<file path="config.mk">
export PLATFORM = sky130hd
export DESIGN_NAME = calc_cordic_top
export DESIGN_NICKNAME = d
export VERILOG_FILES = /design/src/rtl/calc_cordic_top.sv
export SDC_FILE = /design/constraint.sdc
export NUM_CORES = 2
export LEC_CHECK = 0
export CAP_MARGIN = 5
export CORE_ASPECT_RATIO = 2
export CORE_UTILIZATION = 30
export DETAILED_ROUTE_END_ITERATION = 8
export HOLD_SLACK_MARGIN = 0.08
export SETUP_SLACK_MARGIN = 0.2
export SLEW_MARGIN = 20
export SYNTH_ARGS = -nofsm -noshare
export SYNTH_HDL_FRONTEND = slang
export SYNTH_SLANG_ARGS = --single-unit
</file>
<file path="constraint.sdc">
create_clock -name clk -period 11 [get_ports clk]
set_input_delay 2.2 -clock clk [delete_from_list [all_inputs] [get_ports clk]]
set_output_delay 2.2 -clock clk [all_outputs]
set_load 0.03 [all_outputs]
</file>
<file path="src/rtl/calc_cordic_top.sv">
// calc_cordic_top: multi-function iterative CORDIC calculator on signed Q16.16
// operands. One micro-rotation per clock on a single shared datapath that runs
// in circular, linear or hyperbolic mode, rotation or vectoring.
// Optional feature macro: CORDIC_HYPERBOLIC_EN compiles in hyperbolic mode and
// opcodes 9-14; without it those opcodes complete like DEFAULT with result 0.
module calc_cordic_top #(
  parameter int WIDTH      = 32,
  parameter int ITERATIONS = 16
) (
  input  logic                    clk,
  input  logic                    rst,
  input  logic                    enable,
  input  logic [3:0]              operation,
  input  logic signed [WIDTH-1:0] x_in,
  input  logic signed [WIDTH-1:0] y_in,
  input  logic signed [WIDTH-1:0] z_in,
  output logic signed [WIDTH-1:0] result,
  output logic                    done
);

  typedef enum logic [2:0] {S_IDLE, S_LOAD, S_ITER, S_LOAD2, S_ITER2, S_FINISH} state_e;
  typedef enum logic [3:0] {
    OP_SIN, OP_COS, OP_TAN, OP_ATAN, OP_MAG, OP_PTR, OP_RTP, OP_MULT,
    OP_DIV, OP_SINH, OP_COSH, OP_ATANH, OP_EXP, OP_LOG, OP_SQRT, OP_DEF
  } op_e;
  typedef enum logic [1:0] {M_CIRC, M_LIN, M_HYP} mode_e;

  localparam logic signed [WIDTH-1:0] ONE   = WIDTH'(65536);
  localparam logic signed [WIDTH-1:0] INV_K = WIDTH'(39797);   // 1/K, circular gain
  localparam logic signed [WIDTH-1:0] PI    = WIDTH'(205887);
`ifdef CORDIC_HYPERBOLIC_EN
  localparam logic signed [WIDTH-1:0] INV_KH  = WIDTH'(79134); // 1/Kh, hyperbolic gain
  localparam logic signed [WIDTH-1:0] QUARTER = WIDTH'(16384);
`endif

  // Q16.16 x Q16.16 product, truncated (floor) back to Q16.16, wraps on overflow.
  function automatic logic signed [WIDTH-1:0] mul_q16_trunc(
    input logic signed [WIDTH-1:0] a,
    input logic signed [WIDTH-1:0] b
  );
    logic signed [2*WIDTH-1:0] p;
    p = (2*WIDTH)'(a) * (2*WIDTH)'(b);
    return WIDTH'(p >>> 16);
  endfunction

  // atan(2^-s) in Q16.16, rounded; for s >= 6 it equals 2^-s to the LSB.
  function automatic logic signed [WIDTH-1:0] atan_tab(input logic [4:0] s);
    logic signed [WIDTH-1:0] e;
    case (s)
      5'd0:    e = WIDTH'(51472);
      5'd1:    e = WIDTH'(30386);
      5'd2:    e = WIDTH'(16055);
      5'd3:    e = WIDTH'(8150);
      5'd4:    e = WIDTH'(4091);
      5'd5:    e = WIDTH'(2047);
      default: e = ONE >>> s;
    endcase
    return e;
  endfunction

`ifdef CORDIC_HYPERBOLIC_EN
  // atanh(2^-s) in Q16.16, rounded; s starts at 1, for s >= 6 it equals 2^-s.
  function automatic logic signed [WIDTH-1:0] atanh_tab(input logic [4:0] s);
    logic signed [WIDTH-1:0] e;
    case (s)
      5'd1:    e = WIDTH'(35999);
      5'd2:    e = WIDTH'(16739);
      5'd3:    e = WIDTH'(8235);
      5'd4:    e = WIDTH'(4101);
      5'd5:    e = WIDTH'(2049);
      default: e = ONE >>> s;
    endcase
    return e;
  endfunction

  // Hyperbolic shift for step i: 1,2,3,4,4,5,...,13,13,14 (repeats 4 and 13
  // so the series of atanh angles still covers every residual).
  function automatic logic [4:0] hyp_shift(input logic [4:0] i);
    logic [4:0] s;
    s = i + 5'd1;
    if (i >= 5'd4)  s = s - 5'd1;
    if (i >= 5'd14) s = s - 5'd1;
    return s;
  endfunction
`endif

  state_e                  state, state_nx;
  op_e                     op_r;
  logic signed [WIDTH-1:0] xin_r, yin_r, zin_r;
  logic signed [WIDTH-1:0] x_r, y_r, z_r;
  logic [4:0]              iter_cnt;
  mode_e                   mode;
  logic                    vec;
  logic [4:0]              sh;
  logic signed [WIDTH-1:0] ang, x_sh, y_sh;
  logic                    d_pos;
  logic signed [WIDTH-1:0] x_nx, y_nx, z_nx;
  logic signed [WIDTH-1:0] x_ld, y_ld, z_ld;
  logic signed [WIDTH-1:0] res_val;
  logic                    no_iter;
  logic                    last_iter;

`ifdef CORDIC_HYPERBOLIC_EN
  assign no_iter = (op_r == OP_DEF);
`else
  assign no_iter = (op_r >= OP_SINH);
`endif
  assign last_iter = (iter_cnt == 5'(ITERATIONS - 1));

  // State register and captured opcode
  always_ff @(posedge clk) begin
    if (rst) begin
      state <= S_IDLE;
      op_r  <= OP_DEF;
    end else begin
      state <= state_nx;
      if (state == S_IDLE && enable) op_r <= op_e'(operation);
    end
  end

  // Next-state: TAN chains a linear vectoring pass after its sin/cos pass
  always_comb begin
    state_nx = state;
    case (state)
      S_IDLE:   if (enable) state_nx = S_LOAD;
      S_LOAD:   state_nx = no_iter ? S_FINISH : S_ITER;
      S_ITER:   if (last_iter) state_nx = (op_r == OP_TAN) ? S_LOAD2 : S_FINISH;
      S_LOAD2:  state_nx = S_ITER2;
      S_ITER2:  if (last_iter) state_nx = S_FINISH;
      S_FINISH: state_nx = S_IDLE;
      default:  state_nx = S_IDLE;
    endcase
  end

  // Operand capture; later input changes are ignored until the next start
  always_ff @(posedge clk) begin
    if (state == S_IDLE && enable) begin
      xin_r <= x_in;
      yin_r <= y_in;
      zin_r <= z_in;
    end
  end

  // Coordinate system and direction rule for the current pass
  always_comb begin
    mode = M_CIRC;
    vec  = 1'b0;
    if (state == S_ITER2) begin
      mode = M_LIN;
      vec  = 1'b1;
    end else begin
      case (op_r)
        OP_ATAN, OP_MAG, OP_RTP: vec = 1'b1;
        OP_MULT:                 mode = M_LIN;
        OP_DIV:                  begin mode = M_LIN; vec = 1'b1; end
`ifdef CORDIC_HYPERBOLIC_EN
        OP_SINH, OP_COSH, OP_EXP:  mode = M_HYP;
        OP_ATANH, OP_LOG, OP_SQRT: begin mode = M_HYP; vec = 1'b1; end
`endif
        default: ;
      endcase
    end
  end

  // One micro-rotation; d=+1 when z>=0 (rotation) or y<0 (vectoring)
  always_comb begin
    sh  = iter_cnt;
    ang = atan_tab(iter_cnt);
`ifdef CORDIC_HYPERBOLIC_EN
    if (mode == M_HYP) begin
      sh  = hyp_shift(iter_cnt);
      ang = atanh_tab(sh);
    end
`endif
    if (mode == M_LIN) ang = ONE >>> iter_cnt;
    x_sh  = x_r >>> sh;
    y_sh  = y_r >>> sh;
    d_pos = vec ? y_r[WIDTH-1] : ~z_r[WIDTH-1];
    y_nx  = d_pos ? y_r + x_sh : y_r - x_sh;
    z_nx  = d_pos ? z_r - ang  : z_r + ang;
    case (mode)
      M_CIRC:  x_nx = d_pos ? x_r - y_sh : x_r + y_sh;
      M_HYP:   x_nx = d_pos ? x_r + y_sh : x_r - y_sh;
      default: x_nx = x_r;
    endcase
  end

  // Initial x/y/z for the first pass of each operation
  always_comb begin
    x_ld = '0;
    y_ld = '0;
    z_ld = '0;
    case (op_r)
      OP_SIN, OP_COS, OP_TAN:  begin x_ld = INV_K; z_ld = zin_r; end
      OP_ATAN, OP_MAG, OP_DIV: begin x_ld = xin_r; y_ld = yin_r; end
      OP_PTR:                  begin x_ld = mul_q16_trunc(xin_r, INV_K); z_ld = zin_r; end
      OP_RTP: begin
        // Left half-plane: rotate by pi first so vectoring stays convergent
        if (xin_r[WIDTH-1]) begin
          x_ld = -xin_r;
          y_ld = -yin_r;
          z_ld = yin_r[WIDTH-1] ? -PI : PI;
        end else begin
          x_ld = xin_r;
          y_ld = yin_r;
        end
      end
      OP_MULT:                 begin x_ld = xin_r; z_ld = zin_r; end
`ifdef CORDIC_HYPERBOLIC_EN
      OP_SINH, OP_COSH, OP_EXP: begin x_ld = INV_KH; z_ld = zin_r; end
      OP_ATANH:                 begin x_ld = xin_r; y_ld = yin_r; end
      OP_LOG:                   begin x_ld = xin_r + ONE; y_ld = xin_r - ONE; end
      OP_SQRT:                  begin x_ld = xin_r + QUARTER; y_ld = xin_r - QUARTER; end
`endif
      default: ;
    endcase
  end

  // Result selection from the final x/y/z
  always_comb begin
    res_val = '0;
    case (op_r)
      OP_SIN, OP_MULT:                res_val = y_r;
      OP_COS, OP_PTR:                 res_val = x_r;
      OP_TAN, OP_ATAN, OP_RTP, OP_DIV: res_val = z_r;
      OP_MAG:                         res_val = mul_q16_trunc(x_r, INV_K);
`ifdef CORDIC_HYPERBOLIC_EN
      OP_SINH:                        res_val = y_r;
      OP_COSH:                        res_val = x_r;
      OP_ATANH:                       res_val = z_r;
      OP_EXP:                         res_val = x_r + y_r;
      OP_LOG:                         res_val = z_r <<< 1;
      OP_SQRT:                        res_val = mul_q16_trunc(x_r, INV_KH);
`endif
      default: ;
    endcase
  end

  // Datapath registers, iteration counter and completion pulse
  always_ff @(posedge clk) begin
    if (rst) begin
      x_r      <= '0;
      y_r      <= '0;
      z_r      <= '0;
      iter_cnt <= '0;
      result   <= '0;
      done     <= 1'b0;
    end else begin
      done <= 1'b0;
      case (state)
        S_LOAD: begin
          x_r      <= x_ld;
          y_r      <= y_ld;
          z_r      <= z_ld;
          iter_cnt <= '0;
        end
        S_ITER, S_ITER2: begin
          x_r      <= x_nx;
          y_r      <= y_nx;
          z_r      <= z_nx;
          iter_cnt <= iter_cnt + 5'd1;
        end
        S_LOAD2: begin
          z_r      <= '0;
          iter_cnt <= '0;
        end
        S_FINISH: begin
          result <= res_val;
          done   <= 1'b1;
        end
        default: ;
      endcase
    end
  end

endmodule

</file>
# == Word level (Yosys, flattened, before mapping) ==
# Index checks and enable logic that the tools add are counted.
# totals
ff_bits,237
input_bits,103
out_inout_bits,33
elab_cells,104
# op_classes
addsub,9
multipliers,2
order_cmp,1
eq_ne,25
shift,3
n_mux,31
bitwise,1
n_reduce_logical,21
# ops
cell,n
32-bit case mux with 2 select lines,5
32-bit 2-to-1 mux,9
32-bit case mux with 4 select lines,2
32-bit case mux with 6 select lines,1
32-bit adder,3
"32-bit by 17-bit multiplier with 48-bit output, second input constant",2
32-bit case mux with 3 select lines,1
32-bit subtractor,3
32-bit negator,2
32-bit by 5-bit >>> shifter with 32-bit output,2
"18-bit by 5-bit >>> shifter with 32-bit output, first input constant",1
"4-bit by 3-bit == test with 1-bit output, second input constant",4
3-bit 2-to-1 mux,5
3-bit case mux with 5 select lines,1
4-bit OR reduction,3
"5-bit by 2-bit == test with 1-bit output, second input constant",2
"5-bit by 3-bit == test with 1-bit output, second input constant",2
5-bit case mux with 2 select lines,1
2-bit OR reduction,5
"4-bit by 2-bit == test with 1-bit output, second input constant",2
"3-bit by 2-bit == test with 1-bit output, second input constant",2
"3-bit == test, second input constant",2
1-bit 2-to-1 mux,6
"2-bit != test, second input constant",3
22 further kinds,24

# == Longest topological paths before layout ==
# depth
ltp_word,9
mapped_depth,31
ltp_nobuf,26

# == Worst setup path before layout ==
# OpenSTA, ideal clock, no wires.
# synth_timing
kind,register -> register
startpoint,register iter_cnt[0]
endpoint,register z_r[24]
setup_ns,0.114
arrival_time_ns,6.075
required_time_ns,10.886
setup_slack_ns,4.811
stages_incl_launch_ff,30
path_buffers,5
synth_period_minus_slack_ns,6.189
cell_sequence,dfxtp_1 > buf_6 > buf_6 > inv_2 > buf_2 > buf_2 > ha_1 > o21ai_0 > a21oi_1 > a21oi_1 > ha_1 > nand4_1 > or4_1 > a21oi_1 > and2_1 > buf_2 > a21oi_1 > nor3_1 > a21oi_1 > ha_1 > and4_1 > a21o_1 > nor3_1 > a21oi_1 > o41ai_1 > o21bai_1 > a21o_1 > a21oi_1 > xor2_1 > a2111oi_0
# synth_via
elab_chain_cells,6
word_cells_on_any_way,13
cone_classes,add/sub (2); eq/ne (5); shift (1); mux (4); reduce/logical (1)
# synth_lines
element,line,rtl
from (decl),91,logic [4:0] iter_cnt;
from (signal assigned),261,iter_cnt <= iter_cnt + 5'd1;
"18-bit by 5-bit >>> shifter with 32-bit output, or another cell as far along","56, 175",
32-bit case mux with 6 select lines,49,case (s)
32-bit 2-to-1 mux *,175,if (mode == M_LIN) ang = ONE >>> iter_cnt;
32-bit adder / 32-bit subtractor (equally long branches),180,z_nx = d_pos ? z_r - ang : z_r + ang;
32-bit 2-to-1 mux *,180,
32-bit case mux with 3 select lines *,250,case (state)
to (signal assigned),254,z_r <= z_ld;
to (signal assigned),260,z_r <= z_nx;
to (decl),90,"logic signed [WIDTH-1:0] x_r, y_r, z_r;"
# Every way passes the cells marked *; elsewhere a longest branch is shown, timed or not.
# A chain may end at the register's enable or synchronous reset.

# == Final worst setup path ==
# layout_timing
startpoint,register iter_cnt[1]
endpoint,register y_r[31]
# layout_via
elab_chain_cells,4
word_cells_on_any_way,5
cone_classes,add/sub (2); shift (1); mux (2)
# layout_lines
element,line,rtl
32-bit by 5-bit >>> shifter with 32-bit output *,176,x_sh = x_r >>> sh;
32-bit subtractor / 32-bit adder (equally long branches),179,y_nx = d_pos ? y_r + x_sh : y_r - x_sh;
32-bit 2-to-1 mux *,179,
32-bit case mux with 2 select lines *,250,
to (signal assigned),253,y_r <= y_ld;
to (signal assigned),259,y_r <= y_nx;
to (decl),90,
# Marks and branches as above.

==> summary.md <==
| Metric | Value |
|---|---|
| Vias/cell | 5.63 |
| Tightest Pin Transition | 1.23 ns |
| Number of pins with negative max-slew slack in the final report | 0 |
| Final worst path period share | 0.705 |
| Global-route wire length before repair | roughly 260 mm |
| Total I/O pin count | 136 |
| Kind of critical path | register to register |
| Relative area change from synthesis to final layout | 10.6% |
| CP Data Arrival Time | approximately 8.3 ns |
| Input/output buffers | roughly 140 |
| Highest clock rate | 129 MHz |
| CTS Hold Buffers Added | 0 |
| Predominant post-synthesis flop cell | sky130_fd_sc_hd__dfxtp_1 |
| Sequential-to-total area share from yosys stat | 0.130 |
| Async set-reset flop share out of synthesis | 0 |
| DR WL/cell | about 26 um |
| Outcome | complete, no violations |
| Initial cell density of the core | 0.302 |
| Routed vias | around 39000 |
| Post-route met1 wirelength | approximately 55 mm |
| Cell area after synthesis | between 40000 and 50000 um2 |
| Yosys top cell area share | 0.195 |
| Worst-path cell with the longest stage delay | sky130_fd_sc_hd__a221oi_2 |
| Cell types with the largest area share after synthesis | sky130_fd_sc_hd__fa_1 20%, sky130_fd_sc_hd__ha_1 18%, sky130_fd_sc_hd__edfxtp_1 6.6%, sky130_fd_sc_hd__dfxtp_1 6.4%, sky130_fd_sc_hd__inv_1 6.4% |
| Largest stage delay on the critical path | slightly below 0.9 ns |
| Max-slew headroom | 0.176 |
| Number of placement rows | 198 |
| Total global routing overflow | 0 |
| Count of cells resized by post-cts repair | 0 |
| H-tree levels | 1 |
| Clock Sinks | 237 |
| Placer congestion estimate | roughly 1.1 |
| Hold Crit Class | register to register |
| Drt drc | 0 |
| Crit path cell chain | buf_4 -> mux2_2 -> mux2i_1 -> o221ai_1 -> a221oi_2 -> and4_4 -> nand4_4 -> or2_4 -> o21ai_0 -> xor2_1 -> ha_1 -> a21o_1 -> a21oi_1 -> o21ai_0 -> a21oi_1 -> o21ai_0 -> o21a_1 -> o211ai_1 -> a31oi_1 -> a221oi_1 -> xnor2_1 -> o31ai_1 |
| Total number of nets in the final design | ~6100 |
| Metal2 WL | around 95 mm |
| Synth area leader | sky130_fd_sc_hd__fa_1 |
| Maximum number of pins on one net before global-route repair | roughly 70 |
| Max Fanout on Critical Path | 42 |
| Category of the worst setup path capture point | register |
| Clock Path Buffers | 3 |
| TritonCTS clock tree | built |
| Most used cell, CP | sky130_fd_sc_hd__o21ai_0 |
| Die outline height | ~540 um |
| Launching element type of the critical path | register |
| Number of synthesized register bits | ~240 |
| Final Hold Fails | 0 |
| Total met3 wirelength after detailed routing | about 11 mm |
| Net count after synthesis | roughly 6100 |
| GRT Util Overall | 0.241 |
| RSZ-0062 raised after global routing | false |
| Max Cap Violations | 0 |
| Total routed wirelength | 179 mm |
| Iteration count of the initial detailed-routing pass | 6 |
| Num CTS Buffers | 28 |
| Worst skew pair latency | 0.68 ns |
| Root Buffer | sky130_fd_sc_hd__clkbuf_16 |
| Synth unique cells | 111 |
| Worst-case clock skew | 0.0450 ns |
| Number of enable flip-flop cells after synthesis | between 90 and 100 |
| Core Area | between 100000 and 150000 um2 |
| Via count of the first global-routing pass | 41100 |
| Required time at the worst-slack endpoint | between 10 and 15 ns |
| Die outline area | between 100000 and 150000 um2 |
| Syn_area_per_cell | between 8 and 9 um2 |
| Warnings, synthesis | 0 |
| Post-Synthesis Cells | between 4000 and 5000 |
| Top metal layer carrying routed signals | met4 |
| Most frequent cell after synthesis | sky130_fd_sc_hd__inv_1 |
| Detailed router's first-iteration violation count | approximately 2800 |
| Layout cells sized above 1 | 0.0644 |
| Final Setup Violations | 0 |
| Number of antenna violations at the first check in global routing | 9 |
| Leading cell types by count after synthesis | 750 x sky130_fd_sc_hd__inv_1, 627 x sky130_fd_sc_hd__ha_1, 428 x sky130_fd_sc_hd__fa_1, 363 x sky130_fd_sc_hd__a21oi_1, 329 x sky130_fd_sc_hd__nor2_1 |
| Antenna-violating nets left | 0 |
| Fill cell instance count of the final layout | ~15000 |
| Setup TNS | 0 ns |
| Clock input transition at the sequential cells of the worst setup and hold paths | 0.07 ns |
| Shortest period the worst path allows | around 7.8 ns |
| Setup bufs post-CTS | 0 |
| HPWL after DPL | roughly 140 mm |
| Chip width | roughly 270 um |
-- area by class of cell --
| class | instances | area, um2 | share of cell area |
|---|---|---|---|
| Antenna cell | 12 | 30.0 | 0.000618 |
| Timing Repair Buffer | 222 | 2020 | 0.0415 |
| Tap cell | 1900 | 2380 | 0.0489 |
| Clock inverter | 17 | 293 | 0.00603 |
| Sequential cell | 237 | 5720 | 0.118 |
| Multi-Input combinational cell | 3737 | 34500 | 0.711 |
| Inverter | 755 | 2830 | 0.0583 |
| Clock buffer | 35 | 768 | 0.0158 |
-- worst paths after layout --
check / from / to / slack (ns) / cells past startpoint
worst min register to register: result[21]$_SDFFE_PP0P_ / result[21]$_SDFFE_PP0P_ / 0.48 / 2
worst min-delay path: result[21]$_SDFFE_PP0P_ / result[21]$_SDFFE_PP0P_ / 0.48 / 2
worst max-delay path: iter_cnt[1]$_SDFFE_PP0P_ / y_r[31]$_SDFFE_PP0P_ / 3.25 / 22
worst max register to register: iter_cnt[1]$_SDFFE_PP0P_ / y_r[31]$_SDFFE_PP0P_ / 3.25 / 22
-- stage by stage --
stage | area [um2] | cells | setup slack, ns | util | hold WS (ns)
after global placement | 47500 | 6850 | 3.42 | 0.326 | 0.451
after floorplan | 43900 | 4931 | 4.81 | - | 0.462
after detailed placement | 47500 | 6850 | 3.36 | 0.326 | 0.462
after global routing | 48600 | 6905 | 2.89 | 0.334 | 0.501
after CTS | 48500 | 6902 | 3.38 | 0.334 | 0.481
final | 48600 | 6915 | 3.25 | 0.334 | 0.481
-- cells by family (layout without fill, tap and decap cells) --
kind of cell,count (synthesis),count (layout),share of synthesized area
adders and majority gates,1055,1055,0.374
buffers and inverters,957,1029,0.0857
and+or+nand+nor,1016,1016,0.109
xor gates and xnor gates,313,313,0.0624
other,0,12,0
AOI/OAI and AO/OA,1201,1201,0.183
DFF,237,237,0.130
muxes,152,152,0.0553
-- layout by cell type (no fill, tap or decap), types with 26 or more instances in the layout --
cell / count
sky130_fd_sc_hd__a31oi_1: 51
sky130_fd_sc_hd__o21ai_0: 207
sky130_fd_sc_hd__mux2_2: 41
sky130_fd_sc_hd__clkdlybuf4s50_1: 134
sky130_fd_sc_hd__o22ai_1: 29
sky130_fd_sc_hd__edfxtp_1: 96
sky130_fd_sc_hd__fa_1: 428
sky130_fd_sc_hd__xor2_1: 135
sky130_fd_sc_hd__ha_1: 627
sky130_fd_sc_hd__a21o_1: 87
sky130_fd_sc_hd__a221o_1: 27
sky130_fd_sc_hd__a21oi_1: 359
sky130_fd_sc_hd__nor2b_1: 59
sky130_fd_sc_hd__nand2_1: 262
sky130_fd_sc_hd__and3_1: 33
sky130_fd_sc_hd__mux4_2: 67
sky130_fd_sc_hd__a221oi_1: 50
sky130_fd_sc_hd__a211oi_1: 43
sky130_fd_sc_hd__nor2_1: 324
sky130_fd_sc_hd__dfxtp_1: 137
sky130_fd_sc_hd__nor3_1: 100
sky130_fd_sc_hd__a2111oi_0: 26
sky130_fd_sc_hd__o31ai_1: 28
sky130_fd_sc_hd__clkbuf_16: 29
sky130_fd_sc_hd__nand3_1: 56
sky130_fd_sc_hd__buf_4: 86
sky130_fd_sc_hd__xnor2_1: 177
sky130_fd_sc_hd__o221ai_1: 38
sky130_fd_sc_hd__o21a_1: 26
sky130_fd_sc_hd__nand2b_1: 35
sky130_fd_sc_hd__mux2i_1: 36
sky130_fd_sc_hd__inv_1: 750
-- flip-flops by register name, summed over array words and instances, names as in the netlist --
register,flops
zin_r,32
state,3
yin_r,32
done,1
iter_cnt,5
result,32
y_r,32
x_r,32
xin_r,32
z_r,32
op_r,4
-- metal layers --
metal | track usage | up-vias
li1 | - | 17300
met3 | 0.0513 | 750
met4 | 0.225 | 0
met5 | 0 | -
met1 | 0.211 | 19200
met2 | 0.452 | 1654
-- worst max-delay path: cells and delay by family, from the launching register on --
| family | cells | cell delay [ns] |
|---|---|---|
| compound gates | 13 | 3.48 |
| mux | 2 | 1.21 |
| simple gates | 3 | 0.82 |
| flops | 1 | 0.75 |
| buf+inv | 1 | 0.56 |
| xor+xnor | 2 | 0.38 |
| fa+ha+maj | 1 | 0.32 |
Power is left out: the tool's default activity adds up to more than one toggle a clock period on the data nets, which glitch-free logic cannot reach.
